<file path="config.mk">
export PLATFORM = sky130hd
export DESIGN_NAME = conv_maxpool
export DESIGN_NICKNAME = d
export VERILOG_FILES = /design/src/rtl/conv_maxpool.sv
export SDC_FILE = /design/constraint.sdc
export NUM_CORES = 1
export LEC_CHECK = 0
export BUFFER_PORTS_ARGS = -buffer_cell sky130_fd_sc_hd__buf_4
export CORE_MARGIN = 10
export CORE_UTILIZATION = 39
export CTS_CLUSTER_SIZE = 8
export DETAILED_ROUTE_END_ITERATION = 10
export SLEW_MARGIN = 20
export SYNTH_ARGS = -nofsm -noshare
export SYNTH_HDL_FRONTEND = slang
export SYNTH_SLANG_ARGS = --single-unit
</file>
<file path="constraint.sdc">
create_clock -name clk -period 3.1 [get_ports clk]
set_input_delay 0 -clock clk [delete_from_list [all_inputs] [get_ports clk]]
set_output_delay 0 -clock clk [all_outputs]
set_load 0.05 [all_outputs]
</file>
<file path="src/rtl/conv_maxpool.sv">
// conv_maxpool: non-overlapping 2x2 max pooling of the conv engine's 8x10 result map into a 4x5 map.
// Build macro POOL_RELU_EN: when defined, pooled values are clamped at zero before storage.
module conv_maxpool #(
  parameter int IN_R = 8,
  parameter int IN_C = 10
) (
  input  logic               clk,
  input  logic               rst,
  input  logic               start_pool,
  output logic [6:0]         in_rd_addr,
  input  logic signed [31:0] in_rd_data,
  input  logic [4:0]         pool_rd_addr,
  output logic signed [31:0] pool_rd_data,
  output logic [31:0]        cycles,
  output logic               done
);

  localparam int OUT_R = IN_R / 2;
  localparam int OUT_C = IN_C / 2;
  localparam int N_OUT = OUT_R * OUT_C;

  localparam logic [6:0] IN_C_W  = 7'(IN_C);
  localparam logic [2:0] LAST_R  = 3'(OUT_R - 1);
  localparam logic [2:0] LAST_C  = 3'(OUT_C - 1);
  localparam logic [4:0] OUT_C_W = 5'(OUT_C);
  localparam logic [4:0] N_OUT_W = 5'(N_OUT);

  typedef enum logic [1:0] {
    S_IDLE = 2'd0,
    S_RUN  = 2'd1,
    S_DONE = 2'd2
  } state_e;

  function automatic logic signed [31:0] smax(input logic signed [31:0] a,
                                              input logic signed [31:0] b);
    if (b > a) begin
      return b;
    end else begin
      return a;
    end
  endfunction

  function automatic logic signed [31:0] pool_clamp(input logic signed [31:0] v);
`ifdef POOL_RELU_EN
    if (v < 32'sd0) begin
      return 32'sd0;
    end else begin
      return v;
    end
`else
    return v;
`endif
  endfunction

  state_e             state_q, state_d;
  logic [2:0]         win_r_q, win_r_d;
  logic [2:0]         win_c_q, win_c_d;
  logic [1:0]         k_q, k_d;
  logic signed [31:0] max_q, max_d;
  logic [31:0]        cycles_q, cycles_d;
  logic               done_q, done_d;
  logic signed [31:0] pool_mem_q [N_OUT];
  logic signed [31:0] pool_mem_d [N_OUT];

  logic               pass_end_s;
  logic [6:0]         row_s;
  logic [6:0]         col_s;
  logic [6:0]         rd_addr_s;
  logic [4:0]         wr_idx_s;
  logic signed [31:0] cand_s;

  // Window geometry: element k selects the row/column offset inside the current 2x2 window.
  assign row_s      = {3'd0, win_r_q, 1'b0} + {6'd0, k_q[1]};
  assign col_s      = {3'd0, win_c_q, 1'b0} + {6'd0, k_q[0]};
  assign rd_addr_s  = row_s * IN_C_W + col_s;
  assign wr_idx_s   = {2'd0, win_r_q} * OUT_C_W + {2'd0, win_c_q};
  assign cand_s     = smax(max_q, in_rd_data);
  assign pass_end_s = (win_r_q == LAST_R) && (win_c_q == LAST_C) && (k_q == 2'd3);

  always_ff @(posedge clk or negedge rst) begin
    if (!rst) begin
      state_q <= S_IDLE;
    end else begin
      state_q <= state_d;
    end
  end

  always_comb begin
    state_d = state_q;
    case (state_q)
      S_IDLE: begin
        if (start_pool) begin
          state_d = S_RUN;
        end else begin
          state_d = S_IDLE;
        end
      end
      S_RUN: begin
        if (pass_end_s) begin
          state_d = S_DONE;
        end else begin
          state_d = S_RUN;
        end
      end
      S_DONE: begin
        if (!start_pool) begin
          state_d = S_IDLE;
        end else begin
          state_d = S_DONE;
        end
      end
      default: state_d = S_IDLE;
    endcase
  end

  // done is registered so it tracks S_DONE exactly, dropping on the edge that returns to idle.
  always_comb begin
    done_d = (state_d == S_DONE);
    if (state_q == S_RUN) begin
      in_rd_addr = rd_addr_s;
    end else begin
      in_rd_addr = 7'd0;
    end
  end

  always_comb begin
    win_r_d    = win_r_q;
    win_c_d    = win_c_q;
    k_d        = k_q;
    max_d      = max_q;
    cycles_d   = cycles_q;
    pool_mem_d = pool_mem_q;
    if ((state_q == S_IDLE) && start_pool) begin
      win_r_d  = 3'd0;
      win_c_d  = 3'd0;
      k_d      = 2'd0;
      cycles_d = 32'd0;
    end else if (state_q == S_RUN) begin
      cycles_d = cycles_q + 32'd1;
      k_d      = k_q + 2'd1;
      case (k_q)
        2'd0: max_d = in_rd_data;
        2'd3: begin
          pool_mem_d[wr_idx_s] = pool_clamp(cand_s);
          if (win_c_q == LAST_C) begin
            win_c_d = 3'd0;
            if (win_r_q == LAST_R) begin
              win_r_d = 3'd0;
            end else begin
              win_r_d = win_r_q + 3'd1;
            end
          end else begin
            win_c_d = win_c_q + 3'd1;
          end
        end
        default: max_d = cand_s;
      endcase
    end else begin
      cycles_d = cycles_q;
    end
  end

  always_ff @(posedge clk or negedge rst) begin
    if (!rst) begin
      win_r_q  <= 3'd0;
      win_c_q  <= 3'd0;
      k_q      <= 2'd0;
      max_q    <= 32'sd0;
      cycles_q <= 32'd0;
      done_q   <= 1'b0;
      for (int i = 0; i < N_OUT; i++) begin
        pool_mem_q[i] <= 32'sd0;
      end
    end else begin
      win_r_q    <= win_r_d;
      win_c_q    <= win_c_d;
      k_q        <= k_d;
      max_q      <= max_d;
      cycles_q   <= cycles_d;
      done_q     <= done_d;
      pool_mem_q <= pool_mem_d;
    end
  end

  // Read port has no backing storage beyond the pooled map, so higher addresses return 0.
  always_comb begin
    if (pool_rd_addr < N_OUT_W) begin
      pool_rd_data = pool_mem_q[pool_rd_addr];
    end else begin
      pool_rd_data = 32'sd0;
    end
  end

  assign cycles = cycles_q;
  assign done   = done_q;

endmodule
</file>
; Word-level counts from Yosys, hierarchy flattened
; Cells that the tools add are included.
[totals]
output_inout_bits = 72
input_bits = 40
regBits = 715
word_cells = 92
[op_classes]
eq_ne = 6
n_reduce_logical = 13
bitwise = 4
n_mux = 27
n_lt_le_gt_ge = 5
mul = 2
n_addsub = 8
[op_table]
columns = operator, n
row1 = 640-bit bitwise mux, 1
row2 = 32-bit 2-to-1 mux, 7
row3 = 32-bit binary-select mux with 5-bit select, 1
row4 = 32-bit demux with 5-bit select, 1
row5 = 32-bit one-hot mux with 2 select lines, 1
row6 = 32-bit by 1-bit adder with 32-bit output (second input constant), 1
row7 = 32-bit greater-than comparator, 1
row8 = 3-bit 2-to-1 mux, 9
row9 = 6-bit greater-or-equal comparator (second input constant), 2
row10 = 5-bit NOT with 6-bit output, 2
row11 = 4-bit by 1-bit adder with 5-bit output, 2
row12 = 3-bit AND reduction, 3
row13 = 2-bit 2-to-1 mux, 4
row14 = 7-bit by 5-bit adder with 7-bit output, 1
row15 = 7-bit 2-to-1 mux, 1
row16 = 3-bit by 1-bit adder with 3-bit output (second input constant), 2
row17 = 2-bit equality test (second input constant), 3
row18 = 6-bit by 1-bit < comparator with 1-bit output (second input constant), 1
row19 = 5-bit by 3-bit multiplier with 6-bit output (second input constant), 1
row20 = 2-bit one-hot mux with 3 select lines, 1
row21 = 2-bit nonzero test, 3
row22 = 5-bit by 3-bit adder with 5-bit output, 1
row23 = 5-bit < comparator (second input constant), 1
row24 = 3-bit by 3-bit multiplier with 5-bit output (second input constant), 1
row25 = other kinds (9), 14

; Longest topological paths before layout
[depth]
depth_word = 8
ltp_mapped = 13
mapped_depth_nobuf = 10

; Worst setup path after synthesis
; OpenSTA, ideal clock, no wires.
[synth_path]
path_kind = register to register
from = register win_r_q[0]
to = register pool_mem_q[406] (netlist bit)
arrival_time_ns = 3.000
t_required_ns = 3.022
stages_incl_launch_ff = 14
path_slack_ns = 0.023
period_less_slack_ns = 3.077
n_path_buf = 3
setup_time_ns = 0.078
cell_sequence = dfrtp_1 ha_1 ha_1 ha_1 a21o_1 a21oi_1 xnor2_1 and3b_1 clkbuf_1 nor2b_1 buf_2 buf_1 nor2_1 a21oi_1
[synth_between]
elab_chain_len = 8
word_cells_on_any_way = 9
classes_between = 1 x add/sub / 1 x mul / 2 x order compare / 3 x mux / 1 x bitwise / 1 x reduce/logical
[synth_rtl]
columns = element, line_no
row1 = "start, declared", 56  ; logic [2:0] win_r_q, win_r_d;
row2 = "start signal, assigned", 175  ; win_r_q <= win_r_d;
row3 = 3-bit by 3-bit multiplier with 5-bit output *, 76  ; assign wr_idx_s = {2'd0, win_r_q} * OUT_C_W + {2'd0, win_c_q};
row4 = 5-bit by 3-bit adder with 5-bit output *, 76
row5 = 5-bit NOT with 6-bit output (not written as such) *, 144  ; pool_mem_d[wr_idx_s] = pool_clamp(cand_s);
row6 = 6-bit greater-or-equal comparator (not written as such) / 6-bit by 1-bit < comparator with 1-bit output (equally long branches), 144
row7 = 1-bit logical AND (not written as such), 144
row8 = 32-bit 2-to-1 mux (not written as such), 144
row9 = 32-bit demux with 5-bit select *, 144
row10 = 640-bit bitwise mux *, 144
row11 = "end signal, assigned", 181  ; pool_mem_q <= pool_mem_d;
row12 = "end, declared", 62  ; logic signed [31:0] pool_mem_q [N_OUT];
; Every way passes the cells marked *; elsewhere a longest branch is shown, timed or not.
; A chain may end at the register's enable or synchronous reset.

; Final worst setup path
[layout_path]
from = register win_r_q[0]
to = register pool_mem_q[363] (netlist bit)
; The elaborated chain is that of the path after synthesis.

==> metrics.md <==
| Metric | Value |
|---|---|
| Most Frequent Cell on Critical Path | ha_1 |
| RePlAce Congestion | slightly below 0.8 |
| Input/output buffers | about 110 |
| I/O Pins | between 100 and 150 |
| Path depth of the worst reg2reg path | 11 |
| Yosys reg bits | approximately 720 |
| Core Area | between 80000 and 90000 µm² |
| Vias per inst | about 5.4 |
| Biggest cell delay along the critical path | a little under 0.4 ns |
| Antenna fix cells | 0 |
| Relative slew slack | about half |
| Iter 0 DRT Violations | between 1000 and 1500 |
| Fin crit share | 96.37% |
| DIE WIDTH | roughly 310 µm |
| Area delta synth->final | 18.88% |
| Critical Path, Cell by Cell | ha_1, ha_1, ha_1, a21o_1, a21oi_2, xnor2_2, buf_4, nand4_1, buf_4, nand2_1, o21ai_1 |
| Slack of the critical path | 0.1124 ns |
| Detail Placement HPWL | 55.37 mm |
| Status | complete, no violations |
| Final Max Tran Viols | 0 |
| Clk_skew | roughly 0.044 ns |
| DRT Wirelength | slightly below 90 mm |
| Final Non-Filler Cells | approximately 4200 |
| Fmax achieved | approximately 330 MHz |
| Cells after DPL | around 4000 |
| Lkg Pwr | ~18 nW |
| Commonest non-fill, non-tap cell in the layout | dfrtp_1 |
| Largest net degree at the start of global routing | around 100 |
| Peak VDD IR | 1785 µV |
| MaxCap Viol Count | 0 |
| H-tree Lvls | 3 |
| Post-synth EDFFs | 0 |
| Hold Crit Class | input pin to asynchronous set/reset pin |
| Number of CTS-inserted buffers | between 90 and 100 |
| CP Data Arrival Time | roughly 3.5 ns |
| Routed vias | 22640 |
| Drt wl/cell | 20.90 µm |
| Hold slack | just over 0.009 ns |
| Synth Net Count | about 3100 |
| CP Capture Type | flop |
| Total gr overflow | 0 |
| Post-synth ARST share | 100.0% |
| Cell Rows | approximately 110 |
| Seq/Total Area, Yosys | between 50% and 60% |
| Critical Path RT | roughly 3.6 ns |
| Antenna viol nets, final | 0 |
| Register-to-register setup slack | between 0.1 and 0.15 ns |
| Worst reg2reg startpoint | win_r_q[0] |
| Syn avg cell area | about 11 µm² |
| Drt pass-1 iters | 4 |
| Die Area | 95050 µm² |
| CTS Root Cell | clkbuf_16 |
| Antenna violations before repair | 0 |
| First-pass GRT wire length | 138.6 mm |
| Critical path launch point type | flop |
| DRC violations left | 0 |
| Endpoints failing setup | 0 |
| Main synth FF type | dfrtp_1 |
| Netlist area before placement | 32420 µm² |
| Initial Util | roughly two fifths |
| RSZ-0062 raised after global routing | true |
| Kind of critical path | flop to flop |
| Clock latency at the later pin of the worst-skew pair | 0.66 ns |
| Nets | 3223 |
| GRT Total Usage | a little under a fifth |
| Most frequent cells in the layout | dfrtp_1, nand2_1, o21ai_0 |
| CP max stage cell | dfrtp_1 |
| Proportion of layout cells with a drive suffix above 1 | a little under a fifth |
| Chip height | just over 300 µm |
| PD cells | between 1000 and 1500 nW/µm² |
| Synth warnings | 0 |
| Worst reg2reg path endpoint | pool_mem_q[363] |
| Yosys cell types | 50 |
| Tot Pwr | roughly 0.040 W |
| CTS Buffer Depth | 3 |
| Area post-placement | 35420 µm² |
| Worst-path clk slew | about 0.050 ns |
| Final min period | roughly 3.0 ns |
| Synth Instances | 3001 |
| TritonCTS clock tree | done |
| Worst-path fanout max | 30 |
| Number of clock sinks | between 700 and 800 |
| Fillers | approximately 7600 |
| Final Hold Viols | 0 |
| Final Instance Area | approximately 39000 µm² |
| Placement Setup Slack | between 0.05 and 0.06 ns |
| Worst-Margin Slew | approximately 0.76 ns |
| Vias in the first global route | between 20000 and 25000 |
## synth_stat cells (8+ instances only)
| cell type | number | area (µm²) |
|---|---|---|
| a21oi_1 | 84 | 420.4 |
| buf_1 | 18 | 67.56 |
| buf_2 | 13 | 65.06 |
| clkbuf_1 | 228 | 855.8 |
| dfrtp_1 | 715 | 17890 |
| ha_1 | 51 | 638.1 |
| inv_1 | 43 | 161.4 |
| mux2_4 | 30 | 450.4 |
| mux2i_1 | 105 | 1051 |
| mux4_2 | 160 | 3603 |
| nand2_1 | 671 | 2519 |
| nand3_1 | 20 | 100.1 |
| nand4_1 | 15 | 93.84 |
| nor2_1 | 89 | 334.1 |
| o211ai_1 | 10 | 75.07 |
| o21ai_0 | 476 | 2382 |
| o21ai_1 | 151 | 755.7 |
| o22ai_1 | 32 | 200.2 |
| o31ai_1 | 10 | 75.07 |
| xor2_1 | 8 | 70.07 |
## flip-flops by register name, summed over array words and instances (netlist names)
| register | cells |
|---|---|
| cycles | 32 |
| done | 1 |
| k_q | 2 |
| max_q | 32 |
| pool_mem_q | 640 |
| state_q | 2 |
| win_c_q | 3 |
| win_r_q | 3 |
## final cells by class
| type | instances | area (µm²) | area share (%) |
|---|---|---|---|
| sequential | 715 | 17890 | 46.43 |
| multi-input combinational | 1978 | 13430 | 34.85 |
| timing repair buffer | 292 | 3068 | 7.961 |
| clock buffer | 102 | 2541 | 6.594 |
| tap | 1070 | 1339 | 3.474 |
| inverter | 43 | 161.4 | 0.4188 |
| clock inverter | 6 | 106.4 | 0.2760 |
## metrics by stage
step,utilization (%),TNS [ns]
final,46.86,0
after global routing,46.86,-0.1883
after CTS,46.71,0
after detailed placement,43.07,0
after global placement,43.07,0
after floorplan,-,0
## metal layers
| layer | track usage, % | up-vias | part of all wire (%) |
|---|---|---|---|
| met5 | 0 | - | 0 |
| met4 | 5.228 | 0 | 2.0 |
| met3 | 2.795 | 112 | 4.2 |
| met2 | 30.10 | 437 | 47 |
| met1 | 25.64 | 11440 | 46 |
| li1 | - | 10660 | - |
## report_power, final
group / internal (W) / switching [W] / leakage, nW
clock: 0.00573 / 0.00390 / 1.30
sequential: 0.0133 / 0.00216 / 7.56
combinational: 0.00646 / 0.00846 / 8.88
total: 0.0255 / 0.0145 / 17.7
## critical path: cells and delay by family, from the launching register on
family	cells	cell delay [ns]
xor+xnor	1	0.17
simple gates	2	0.33
buf+inv	2	0.52
compound gates	3	0.45
flops	1	0.39
fa+ha+maj	3	0.94
## repair_timing
action                                  4_1_cts  5_1_grt
hold buffers                                 34        0
cloned                                        0        1
endpoints found under the setup margin        1      509
gates resized for setup                       1       25
setup buffers                                 0        2
pin swaps                                     0        3
hold endpoints to repair                   1101        0
## how the worst max path moves through the flow
stage | to | from | cells after the start | slack [ns]
global placement | pool_mem_q[26] | win_r_q[0] | 11 | 0.11
CTS | pool_mem_q[30] | win_r_q[0] | 11 | 0.01
floorplan | pool_mem_q[406] | win_r_q[0] | 13 | 0.02
finish | pool_mem_q[363] | win_r_q[0] | 11 | 0.11
global route | pool_mem_q[136] | win_r_q[0] | 12 | -0.02
detailed placement | pool_mem_q[227] | win_r_q[0] | 12 | 0.05
## kinds of logic (layout without fill, tap and decap cells)
family | count (synthesis) | in the layout | synth area share, %
and+or+nand+nor | 837 | 837 | 10.25
DFF | 715 | 715 | 55.20
muxes | 298 | 298 | 15.85
xor gates and xnor gates | 14 | 14 | 0.3783
adders and majority gates | 54 | 54 | 2.154
buffers and inverters | 308 | 443 | 3.732
AOI/OAI and AO/OA | 775 | 775 | 12.44
Note: power is estimated with default switching activity, not from simulation.
